## config.mk

```make
export PLATFORM = sky130hd
export DESIGN_NAME = clock_set_ctrl
export DESIGN_NICKNAME = d
export VERILOG_FILES = /design/src/rtl/clock_set_pkg.sv /design/src/rtl/clock_set_ctrl_bcd2_inc_wrap.sv /design/src/rtl/clock_set_ctrl.sv
export SDC_FILE = /design/constraint.sdc
export NUM_CORES = 1
export LEC_CHECK = 0
export BUFFER_PORTS_ARGS = -buffer_cell sky130_fd_sc_hd__buf_2
export CAP_MARGIN = 40
export CORE_MARGIN = 3
export CORE_UTILIZATION = 30
export CTS_BUF_LIST = sky130_fd_sc_hd__clkbuf_16
export DETAILED_ROUTE_END_ITERATION = 12
export PLACE_DENSITY = 0.49
export SYNTH_ARGS = -nofsm -noshare
export SYNTH_HDL_FRONTEND = slang
export SYNTH_SLANG_ARGS = --single-unit
```

## constraint.sdc

```tcl
create_clock -name clk -period 2.1 [get_ports clk]
set_input_delay 0.42 -clock clk [delete_from_list [all_inputs] [get_ports clk]]
set_output_delay 0.42 -clock clk [all_outputs]
set_load 0.02 [all_outputs]
```

## src/rtl/clock_set_pkg.sv

```systemverilog
// clock_set_pkg
// Shared types and constants for the time-setting controller:
//   state_t    - controller states (alarm states used only with CLOCK_SET_ALARM_EN)
//   bcd2_t     - one two-digit BCD field (hours or minutes)
//   HR_MAX / MIN_MAX - last legal value of each field before wrapping to 00
//   BLINK_*    - display blink mask codes
//   bcd2_clean - forces each digit of a captured field back into 0..9
package clock_set_pkg;

  typedef enum logic [2:0] {
    RUN,
    SET_HR,
    SET_MIN,
    SET_AL_HR,
    SET_AL_MIN
  } state_t;

  typedef logic [7:0] bcd2_t;

  localparam bcd2_t HR_MAX  = 8'h23;
  localparam bcd2_t MIN_MAX = 8'h59;

  localparam logic [1:0] BLINK_NONE = 2'b00;
  localparam logic [1:0] BLINK_HR   = 2'b01;
  localparam logic [1:0] BLINK_MIN  = 2'b10;

  // A digit above 9 coming from the counter is replaced by 0 so the value
  // under edit is always legal BCD.
  function automatic bcd2_t bcd2_clean(bcd2_t v);
    logic [3:0] hi;
    logic [3:0] lo;
    hi = (v[7:4] > 4'd9) ? 4'd0 : v[7:4];
    lo = (v[3:0] > 4'd9) ? 4'd0 : v[3:0];
    return {hi, lo};
  endfunction

endpackage

```

## src/rtl/clock_set_ctrl_bcd2_inc_wrap.sv

```systemverilog
// bcd2_inc_wrap
// Combinational two-digit BCD increment with wrap to 00.
//   val     in  8  current BCD value
//   max_val in  8  last value before wrap (e.g. 8'h23 for hours)
//   inc_val out 8  val + 1 in BCD, or 00 once val has reached max_val
module bcd2_inc_wrap
  import clock_set_pkg::*;
(
  input  bcd2_t val,
  input  bcd2_t max_val,
  output bcd2_t inc_val
);

  // Values at or beyond the maximum wrap to 00; this also keeps an
  // out-of-range hour such as 29 from ever producing a non-BCD digit.
  always_comb begin
    inc_val = 8'h00;
    if (val >= max_val) begin
      inc_val = 8'h00;
    end else if (val[3:0] >= 4'd9) begin
      inc_val = {val[7:4] + 4'd1, 4'h0};
    end else begin
      inc_val = {val[7:4], val[3:0] + 4'd1};
    end
  end

endmodule

```

## src/rtl/clock_set_ctrl.sv

```systemverilog
// clock_set_ctrl
// Controller for the HH:MM:SS BCD time counter: produces the once-per-
// PRESCALE-cycles advance enable and runs the mode/inc button sequence used
// to set a new time, which is handed to the counter with a one-cycle load.
// Optional alarm feature: define CLOCK_SET_ALARM_EN.
// Ports:
//   clk        in   1   clock, rising edge
//   rst        in   1   synchronous active-high reset
//   mode_btn   in   1   one-cycle pulse: advance setting mode
//   inc_btn    in   1   one-cycle pulse: increment field under edit
//   cur_time   in   24  {hr,min,sec} BCD from the counter
//   tick       out  1   one-cycle counter advance enable
//   load       out  1   one-cycle strobe: counter takes load_time
//   load_time  out  24  {hr,min,00} BCD to load
//   blink      out  2   01 hours, 10 minutes, 00 none
//   alarm_arm  in   1   alarm armed (alarm build only)
//   alarm_out  out  1   alarm active (0 without the alarm build)
module clock_set_ctrl
  import clock_set_pkg::*;
#(
  parameter int PRESCALE   = 50_000_000,
  parameter int ALARM_SECS = 30
) (
  input  logic        clk,
  input  logic        rst,
  input  logic        mode_btn,
  input  logic        inc_btn,
  input  logic [23:0] cur_time,
  output logic        tick,
  output logic        load,
  output logic [23:0] load_time,
  output logic [1:0]  blink,
  input  logic        alarm_arm,
  output logic        alarm_out
);

  localparam int PCW = $clog2(PRESCALE);
  localparam logic [PCW-1:0] PRESC_LAST = PCW'(PRESCALE - 1);

  state_t         state;
  logic [PCW-1:0] presc;
  bcd2_t          sh_hr;
  bcd2_t          sh_min;
  bcd2_t          sh_hr_next;
  bcd2_t          sh_min_next;
  logic           mode_go;

  // Tick is a decode of registered state, so it never fires while setting.
  assign tick = (state == RUN) && (presc == PRESC_LAST);

  // Prescaler parks at 0 outside RUN so a full period elapses after return.
  always_ff @(posedge clk) begin
    if (rst) begin
      presc <= '0;
    end else if (state != RUN || presc == PRESC_LAST) begin
      presc <= '0;
    end else begin
      presc <= presc + PCW'(1);
    end
  end

  bcd2_inc_wrap u_hr_inc  (.val(sh_hr),  .max_val(HR_MAX),  .inc_val(sh_hr_next));
  bcd2_inc_wrap u_min_inc (.val(sh_min), .max_val(MIN_MAX), .inc_val(sh_min_next));

`ifdef CLOCK_SET_ALARM_EN
  localparam int ACW = $clog2(ALARM_SECS + 1);
  localparam logic [ACW-1:0] AL_LAST = ACW'(ALARM_SECS - 1);

  bcd2_t          al_hr;
  bcd2_t          al_min;
  bcd2_t          al_sh_hr;
  bcd2_t          al_sh_min;
  bcd2_t          al_sh_hr_next;
  bcd2_t          al_sh_min_next;
  logic           al_match;
  logic           al_match_q;
  logic [ACW-1:0] al_cnt;

  bcd2_inc_wrap u_al_hr_inc  (.val(al_sh_hr),  .max_val(HR_MAX),  .inc_val(al_sh_hr_next));
  bcd2_inc_wrap u_al_min_inc (.val(al_sh_min), .max_val(MIN_MAX), .inc_val(al_sh_min_next));

  // A mode pulse that silences a ringing alarm is consumed, not a state change.
  assign mode_go  = mode_btn && !alarm_out;
  assign al_match = (state == RUN) && alarm_arm &&
                    (cur_time == {al_hr, al_min, 8'h00});

  // Alarm fires on the rising edge of a match so that silencing it during
  // the matching second does not immediately re-trigger it.
  always_ff @(posedge clk) begin
    if (rst) begin
      alarm_out  <= 1'b0;
      al_cnt     <= '0;
      al_match_q <= 1'b0;
    end else begin
      al_match_q <= al_match;
      if (alarm_out) begin
        if (mode_btn || inc_btn) begin
          alarm_out <= 1'b0;
        end else if (tick) begin
          if (al_cnt == AL_LAST) begin
            alarm_out <= 1'b0;
          end
          al_cnt <= al_cnt + ACW'(1);
        end
      end else if (al_match && !al_match_q) begin
        alarm_out <= 1'b1;
        al_cnt    <= '0;
      end
    end
  end
`else
  logic unused_ok;

  assign mode_go   = mode_btn;
  assign alarm_out = 1'b0;
  assign unused_ok = &{1'b0, alarm_arm, cur_time[7:0], (ALARM_SECS > 0)};
`endif

  // Setting sequence. mode has priority over inc in every state; load and
  // load_time are registered so the strobe lands the cycle after the pulse.
  always_ff @(posedge clk) begin
    if (rst) begin
      state     <= RUN;
      sh_hr     <= 8'h00;
      sh_min    <= 8'h00;
      load      <= 1'b0;
      load_time <= 24'h000000;
      blink     <= BLINK_NONE;
`ifdef CLOCK_SET_ALARM_EN
      al_hr     <= 8'h00;
      al_min    <= 8'h00;
      al_sh_hr  <= 8'h00;
      al_sh_min <= 8'h00;
`endif
    end else begin
      load <= 1'b0;
      case (state)
        RUN: begin
          if (mode_go) begin
            state  <= SET_HR;
            blink  <= BLINK_HR;
            sh_hr  <= bcd2_clean(cur_time[23:16]);
            sh_min <= bcd2_clean(cur_time[15:8]);
          end
        end
        SET_HR: begin
          if (mode_btn) begin
            state <= SET_MIN;
            blink <= BLINK_MIN;
          end else if (inc_btn) begin
            sh_hr <= sh_hr_next;
          end
        end
        SET_MIN: begin
          if (mode_btn) begin
            load      <= 1'b1;
            load_time <= {sh_hr, sh_min, 8'h00};
`ifdef CLOCK_SET_ALARM_EN
            state     <= SET_AL_HR;
            blink     <= BLINK_HR;
            al_sh_hr  <= al_hr;
            al_sh_min <= al_min;
`else
            state     <= RUN;
            blink     <= BLINK_NONE;
`endif
          end else if (inc_btn) begin
            sh_min <= sh_min_next;
          end
        end
`ifdef CLOCK_SET_ALARM_EN
        SET_AL_HR: begin
          if (mode_btn) begin
            state <= SET_AL_MIN;
            blink <= BLINK_MIN;
          end else if (inc_btn) begin
            al_sh_hr <= al_sh_hr_next;
          end
        end
        SET_AL_MIN: begin
          if (mode_btn) begin
            state  <= RUN;
            blink  <= BLINK_NONE;
            al_hr  <= al_sh_hr;
            al_min <= al_sh_min;
          end else if (inc_btn) begin
            al_sh_min <= al_sh_min_next;
          end
        end
`endif
        default: begin
          state <= RUN;
          blink <= BLINK_NONE;
        end
      endcase
    end
  end

endmodule

```

# After elaboration in Yosys (flattened, before gate mapping)

Cells that the tools add are included.
Widths: inputs -> output; s select.

Word-level logic and storage cells: 74
Register bits: 64
Input port bits: 29
Output and inout bits: 29

Bitwise gates (word level): 1
Equal/unequal tests: 12
Add/subtract/negate cells: 5
Muxes and demuxes: 25
Reduce and logical (&&, ||, !) cells: 14
$lt $le $gt $ge: 8

Operators by type and width:

| operator              | number |
|---|---|
| $mux 8                | 10 |
| $pmux 8 s2            | 2 |
| $add 26x1->26 const B | 1 |
| $eq 26x26->1 const B  | 1 |
| $add 4x1->4 const B   | 4 |
| $gt 4x4->1 const B    | 4 |
| $mux 4                | 4 |
| $ne 2x2->1 const B    | 7 |
| $reduce_and 5->1      | 2 |
| $mux 3                | 3 |
| $pmux 3 s3            | 1 |
| $ge 4x4->1 const B    | 2 |
| $ge 8x6->1 const B    | 1 |
| $ge 8x7->1 const B    | 1 |
| $reduce_and 4->1      | 2 |
| $mux 2                | 3 |
| $ne 3x1->1 const B    | 2 |
| $pmux 2 s3            | 1 |
| $reduce_bool 2->1     | 2 |
| $reduce_or 2->1       | 2 |
| $eq 3x1->1 const B    | 1 |
| $eq 3x2->1 const B    | 1 |
| $logic_not 3->1       | 1 |
| $reduce_and 3->1      | 1 |
| 6 further kinds       | 6 |

# Logic depth before layout (Yosys ltp)

Gate-level depths: netlist of run 1.

Depth in word-level cells: 6
Gate-level depth with buffers: 7
Mapped depth without buffers: 6

# Modules after synthesis

From an unflattened synthesis of run 1, not the netlist that was laid out.

Cell total of the unflattened synthesis: 442
Area total of the unflattened synthesis: 3667.3 µm²

By module, submodules not included:

| module         | times used | area an instance (µm²) | cells each | seq. area each (µm²) |
|---|---|---|---|---|
| clock_set_ctrl | 1          | 2761.4                 | 334        | 1221.2 |
| bcd2_inc_wrap  | 2          | 452.9                  | 54         | 0.0 |

# Worst setup path after synthesis of run 1

OpenSTA, ideal clock, no wires.

Path kind: flip-flop to output port
Start point: register presc[0]
End point: output port tick
Required time: 1.680 ns
Path buffers: 1
Setup slack: 0.144 ns
Arrival: 1.536 ns
Cell stages (with the launch flop): 6
Path through: dfxtp_1 > ha_1 > and3_1 > buf_2 > nand4_1 > nor4_1

Word-level cells in the longest chain between the ends: 2

Ends and longest elaborated chain:

| what                     | line                 | source |
|---|---|---|
| start: declaration       | clock_set_ctrl.sv:41 | `logic [PCW-1:0] presc;` |
| start signal: assignment | clock_set_ctrl.sv:58 | `presc <= presc + PCW'(1);` |
| $eq 26x26->1             | clock_set_ctrl.sv:49 | `assign tick = (state == RUN) && (presc == PRESC_LAST);` |
| $logic_and 1x1->1        | clock_set_ctrl.sv:49 |  |
| end: declaration         | clock_set_ctrl.sv:29 | `output logic tick,` |

Every way passes these cells.

# Final worst setup path of run 1

Start point: register presc[15]
End point: output port tick

Same word-level chain as after synthesis.

==> results of run 1 <==
## power groups by stage
| stage | Sequential (uW) | Combinational (uW) | Clock [uW] |
|---|---|---|---|
| 2_1_floorplan | 1260 | 249 | 0 |
| 3_3_place_gp | 1270 | 326 | 0 |
| 3_5_place_dp | 1270 | 330 | 0 |
| 4_1_cts | 1250 | 338 | 1730 |
| 5_1_grt | 1260 | 381 | 1770 |
| 6_report | 1250 | 338 | 1680 |
## sequential cells by signal (all words and copies together), names as in the netlist
register and flops:
load 1, load_time 16, presc 26, sh_hr 8
sh_min 8, state 2
## per-stage QoR
stage | instances | worst slack, ps | hold WS, ps | TNS (ps) | instance area, sq um
final | 556 | 79.0 | 395 | 0 | 3880
after global placement | 536 | 150 | 442 | 0 | 3450
after floorplan | 376 | 144 | 426 | 0 | 3150
after global routing | 556 | -71.8 | 395 | -80.9 | 3880
after CTS | 554 | -42.0 | 375 | -42.0 | 3840
after detailed placement | 536 | 105 | 447 | 0 | 3450
## synth_stat cells (all sizes together), types with 5 or more instances
cell type / number / area, sq um
dfxtp: 61 / 1220
nand2: 45 / 169
a21oi: 38 / 190
nor2: 22 / 82.6
buf: 20 / 144
inv: 16 / 60.1
nand3: 16 / 85.1
o21ai: 15 / 75.1
ha: 11 / 138
nand4: 9 / 56.3
nor3: 8 / 40.0
or3: 8 / 50.1
xor2: 8 / 70.1
a221oi: 6 / 70.1
clkbuf: 6 / 22.5
nand2b: 6 / 37.5
o31ai: 6 / 45.0
or4: 6 / 48.8
a211oi: 5 / 37.5
and4: 5 / 43.8
nand3b: 5 / 50.1
## per-layer routing
layer	wire, um	up-vias	global-route usage
li1	-	1418	-
met1	3630	1317	0.174
met2	3360	49	0.208
met3	333	5	0.0358
met4	89	0	0.0514
met5	0	-	0
## worst paths after layout
check	from	to	slack, ps	depth (start not counted)
min	cur_time[15]	sh_min[7]$_SDFFE_PP0P_	400	3
max reg2reg	sh_min[1]$_SDFFE_PP0P_	sh_min[1]$_SDFFE_PP0P_	100	7
max	presc[15]$_SDFF_PP0_	tick	80	5
min reg2reg	load_time[16]$_SDFFE_PP0P_	load_time[16]$_SDFFE_PP0P_	450	2
## cells in the final DEF (no fill, tap or decap), types with 10 or more instances in the layout
master,Yosys,layout
nand2_1,45,45
dfxtp_1,61,52
nor2_1,22,22
buf_4,10,18
o21ai_0,13,13
nand3_1,15,15
a21oi_1,38,38
buf_2,7,38
ha_1,11,10
inv_1,16,16
## worst max-delay path, stage by stage (launching register included)
cell and delay, ps:
dfxtp_1 360, and4_4 270, nand4_1 150, nor4_2 230
buf_4 160, buf_6 110
## repair_timing
item,4_1_cts,5_1_grt
pin swaps,2,5
resized for setup,9,11
endpoints found under the setup margin,1,6
buffers inserted,2,2
## cells by family after synthesis
group	Yosys count
other cells	1
flops	61
compound gates	91
simple gates	149
buf+inv	42
xor+xnor	12
mux	1
fa+ha+maj	11
## cell type report
class | instances | area share
clock buffers | 9 | 0.0580
clock inverters | 7 | 0.0290
inverters | 16 | 0.0155
multi-input cells | 273 | 0.451
flip-flops and latches | 61 | 0.317
well taps | 133 | 0.0429
repair buffers | 57 | 0.0867
==> flow_metrics.tcl, run 1 <==
set metrics [dict create \
    grt_pass1_vias 2573 \
    dieArea_sq_um 11700 \
    core_region_area_sq_um 9950 \
    num_antenna_cells 0 \
    tightest_slew_ps 655 \
    ant_nets 0 \
    initial_utilization 0.313 \
    finalHoldViolations 0 \
    cts_sinks 61 \
    wl_um 7410 \
    vias_per_cell 5.02 \
    grt_first_pass_wirelength_um 12300 \
    antenna_found_initial 0 \
    synth_cell_type_count 54 \
    syn-cell-area_sq_um 3120 \
    ys_seq_area_frac 0.391 \
    cts_buffers 9 \
    clkPwrFrac 0.514 \
    leakage_uw 0.00145 \
    rsz0062_at_grt "yes" \
    drc 0 \
    placementRows 36 \
    vias 2789 \
    setup_violations 0 \
    yosys_warnings 0 \
    grt_max_degree 27 \
    io_pins 58 \
    gp_congestion 0.799 \
    routedWlPerCell_um 13.3 \
    grt_use_total 0.133 \
    power_density_nw_per_um2 841 \
    p_seq_frac 0.383 \
    crit_fanout 5 \
    period_needed_ps 2020 \
    grt_overflow 0 \
    power_uw 3270 \
    slew_viol_final 0 \
    syn_area_per_cell_sq_um 8.48 \
    dp_hpwl_um 5160 \
    swShare 0.238 \
    first_pass_iters 4 \
    holdBufCountCts 0 \
    async_flop_share 0 \
    synth_compound_area_frac 0.194 \
    synth-seq-cells 61 \
    hold_class "in2reg" \
    die_w_um 108 \
    endpoint_kind "output port" \
    synth_ff_type "dfxtp_1" \
    cts_tree "done" \
    yosys.area_share.simple 0.260 \
    nets 458 \
    synth_fa_ha_area_frac 0.0441 \
    io_buffers 39 \
    muxShareOfSynthArea 0.00321 \
    cp.arrival_ps 1600 \
    fin_util 0.390 \
    peakVddDrop_mv 0.415 \
    max_freq_ghz 0.495 \
    area_delta_synth_final_pct 24.5 \
    finalClockSkew_ps 7.28 \
    clk_pin_slew_ps 50 \
    p_comb_frac 0.103 \
    multi_input_area_sq_um 1750 \
    fill_cells 1034 \
    synth_top_family_by_area "simple AND/OR/NAND/NOR gates" \
    cts.htree.levels 3 \
    outcome "completed" \
    intPower_uw 2490 \
    drive_gt1_frac 0.225 \
    p_switching_uw 777 \
    cts_root_buffer "clkbuf_16" \
    cts.path.max_buffers 2 \
    yosys.area_share.xor_xnor 0.0337 \
    drtIter0Drc 132 \
    start_kind "flop" \
    crit_type "reg2out" \
    required_ps 1680 \
    cap_violations 0 \
    synthCells 368 \
    synth_edf_count 0 \
    dieHeight_um 108 \
    clk_latency_ps 320 \
    register_area_sq_um 1230 \
    fin_crit_sh 0.962 \
    relSlewSlack 0.562 \
]
Note: power is estimated with default switching activity, not from simulation.
==> inputs of run 2 (changes only) <==
ABC_AREA = 1   (was unset)
GPL_ROUTABILITY_DRIVEN = 0   (was unset)
==> flow_metrics.tcl, run 2 <==
set metrics [dict create \
    swShare 0.274 \
    reg2reg_to "sh_min[6]$_SDFFE_PP0P_" \
    routedWlPerCell_um 11.7 \
    dieArea_sq_um 12600 \
    largest_reg_flops 26 \
    endpoint_kind "output port" \
    crit_type "reg2out" \
    ys_seq_area_frac 0.361 \
    grt_pass1_vias 2990 \
    grt_overflow 0 \
    synth_most_common_cell "nand2_1" \
    cts_sinks 61 \
    period_needed_ps 2020 \
    yosys-top-cells-count "114 x nand2_1, 69 x nor2_1, 61 x dfxtp_1" \
    min_from "cur_time[16]" \
    drtIter0Drc 135 \
    p_seq_frac 0.410 \
    syn-cell-area_sq_um 3380 \
    nets 578 \
    r2r_slack_ps 380 \
    syn_area_per_cell_sq_um 6.83 \
    dp_hpwl_um 6040 \
    reg_top3 "presc: 26 flops, load_time: 16 flops" \
    setup_violations 0 \
    fin_util 0.368 \
    layout.cells.non_filler 683 \
    hold_class "in2reg" \
    fin_crit_sh 0.962 \
    cap_violations 0 \
    antenna_found_initial 0 \
    grt_use_total 0.135 \
    start_kind "flop" \
    intPower_uw 2240 \
    die_w_um 112 \
    cts_root_buffer "clkbuf_16" \
    p_switching_uw 847 \
    synthCells 495 \
    power_uw 3090 \
    placementRows 38 \
    io_buffers 39 \
    cts.path.max_buffers 2 \
    vias 3160 \
    dp.cells 666 \
    synth_cell_type_count 36 \
    outcome "completed" \
    tns_ps 0 \
    cts_tree "done" \
    clkPwrFrac 0.472 \
    holdPathStages 3 \
    rsz0062_at_grt "no" \
    holdPathEnd "sh_hr[0]$_SDFFE_PP0P_" \
    synth_top_area_frac 0.361 \
    leakage_uw 0.00161 \
    dieHeight_um 112 \
    cp.arrival_ps 1600 \
    grt_max_degree 27 \
    grt_first_pass_wirelength_um 13900 \
    power_density_nw_per_um2 768 \
    final_cell_mix "114 x nand2_1, 66 x nor2_1, 58 x dfxtp_1" \
    synth.area.top_cells "dfxtp_1 36%, nand2_1 13%, nor2_1 7.7%, nand3_1 7.1%, inv_1 6.2%" \
    rr_startpoint "sh_min[1]$_SDFFE_PP0P_" \
    wl_um 7960 \
    yosys_warnings 0 \
    cts.htree.levels 3 \
    synth-seq-cells 61 \
    clk_latency_ps 330 \
    initial_utilization 0.309 \
    mostFrequentLayoutCell "nand2_1" \
    drc 0 \
    hold_slack_ps 398 \
    synth_edf_count 0 \
    synth_ff_type "dfxtp_1" \
    drive_gt1_frac 0.157 \
    area_delta_synth_final_pct 19.0 \
    core_region_area_sq_um 10900 \
    num_antenna_cells 0 \
    io_pins 58 \
    p_comb_frac 0.117 \
    max_freq_ghz 0.495 \
    vias_per_cell 4.63 \
    ant_nets 0 \
    clk_pin_slew_ps 60 \
    finalClockSkew_ps 6.56 \
    peakVddDrop_mv 0.326 \
    r2r_cells 10 \
    cts_buffers 9 \
    slew_viol_final 0 \
    synth_largest_area_cell "dfxtp_1" \
    async_flop_share 0 \
    crit_fanout 5 \
    finalHoldViolations 0 \
    required_ps 1680 \
    top_register "presc" \
    fill_cells 1199 \
    first_pass_iters 5 \
]
-- run 2: layout make-up --
cell class / count / area [sq um] / share of cell area
clock buffer: 9 / 225 / 0.0559
timing repair buffer: 45 / 243 / 0.0603
inverter: 57 / 214 / 0.0531
sequential: 61 / 1230 / 0.305
clock inverter: 7 / 67.6 / 0.0168
multi-input combinational: 364 / 1870 / 0.466
tap: 140 / 175 / 0.0435
-- run 2: kinds of logic after synthesis --
| group | count (synthesis) | share of synthesized area |
|---|---|---|
| xor+xnor | 13 | 0.0337 |
| compound gates | 64 | 0.100 |
| buf+inv | 78 | 0.103 |
| simple gates | 267 | 0.361 |
| fa+ha+maj | 11 | 0.0407 |
| other cells | 1 | 0.00111 |
| flops | 61 | 0.361 |
-- run 2: what timing repair did --
action	CTS	global route
gates resized for setup	6	6
pin swaps	1	0
setup endpoints to repair	1	1
hold endpoints to repair	0	0
buffers inserted	1	0
hold buffers	0	0
-- run 2: power by group through the flow --
stage               registers (uW)  clock network [uW]  logic (uW)
floorplan                     1280                   0         287
global placement              1290                   0         358
detailed placement            1290                   0         363
CTS                           1270                1500         367
global route                  1280                1560         424
finish                        1270                1460         363
-- run 2: how the worst max path moves through the flow --
| stage | start | depth (start not counted) | to |
|---|---|---|---|
| 2_1_floorplan | presc[0]$_SDFF_PP0_ | 6 | tick |
| 3_3_place_gp | presc[0]$_SDFF_PP0_ | 7 | tick |
| 3_5_place_dp | presc[0]$_SDFF_PP0_ | 7 | tick |
| 4_1_cts | presc[12]$_SDFF_PP0_ | 7 | tick |
| 5_1_grt | presc[0]$_SDFF_PP0_ | 7 | tick |
| 6_report | presc[0]$_SDFF_PP0_ | 7 | tick |
-- run 2: per-layer routing --
metal | GRT usage | vias to the layer above | part of all wire
met3 | 0.0334 | 12 | 0.038
li1 | - | 1664 | -
met1 | 0.174 | 1427 | 0.47
met2 | 0.219 | 57 | 0.47
met5 | 0 | - | 0
met4 | 0.0505 | 0 | 0.017
-- run 2: critical path: stages, from the launching register on --
cell,delay [ps]
dfxtp_4,360
ha_4,160
nand3_4,100
nor2_4,130
nand2_1,60
nand3b_4,200
nor2_4,110
buf_4,150
-- run 2: through the flow --
stage	setup WS [ps]	area [sq um]
after floorplan	327	3410
after global placement	169	3690
after detailed placement	173	3690
after CTS	25.3	4010
after global routing	6.01	4030
final	79.2	4030
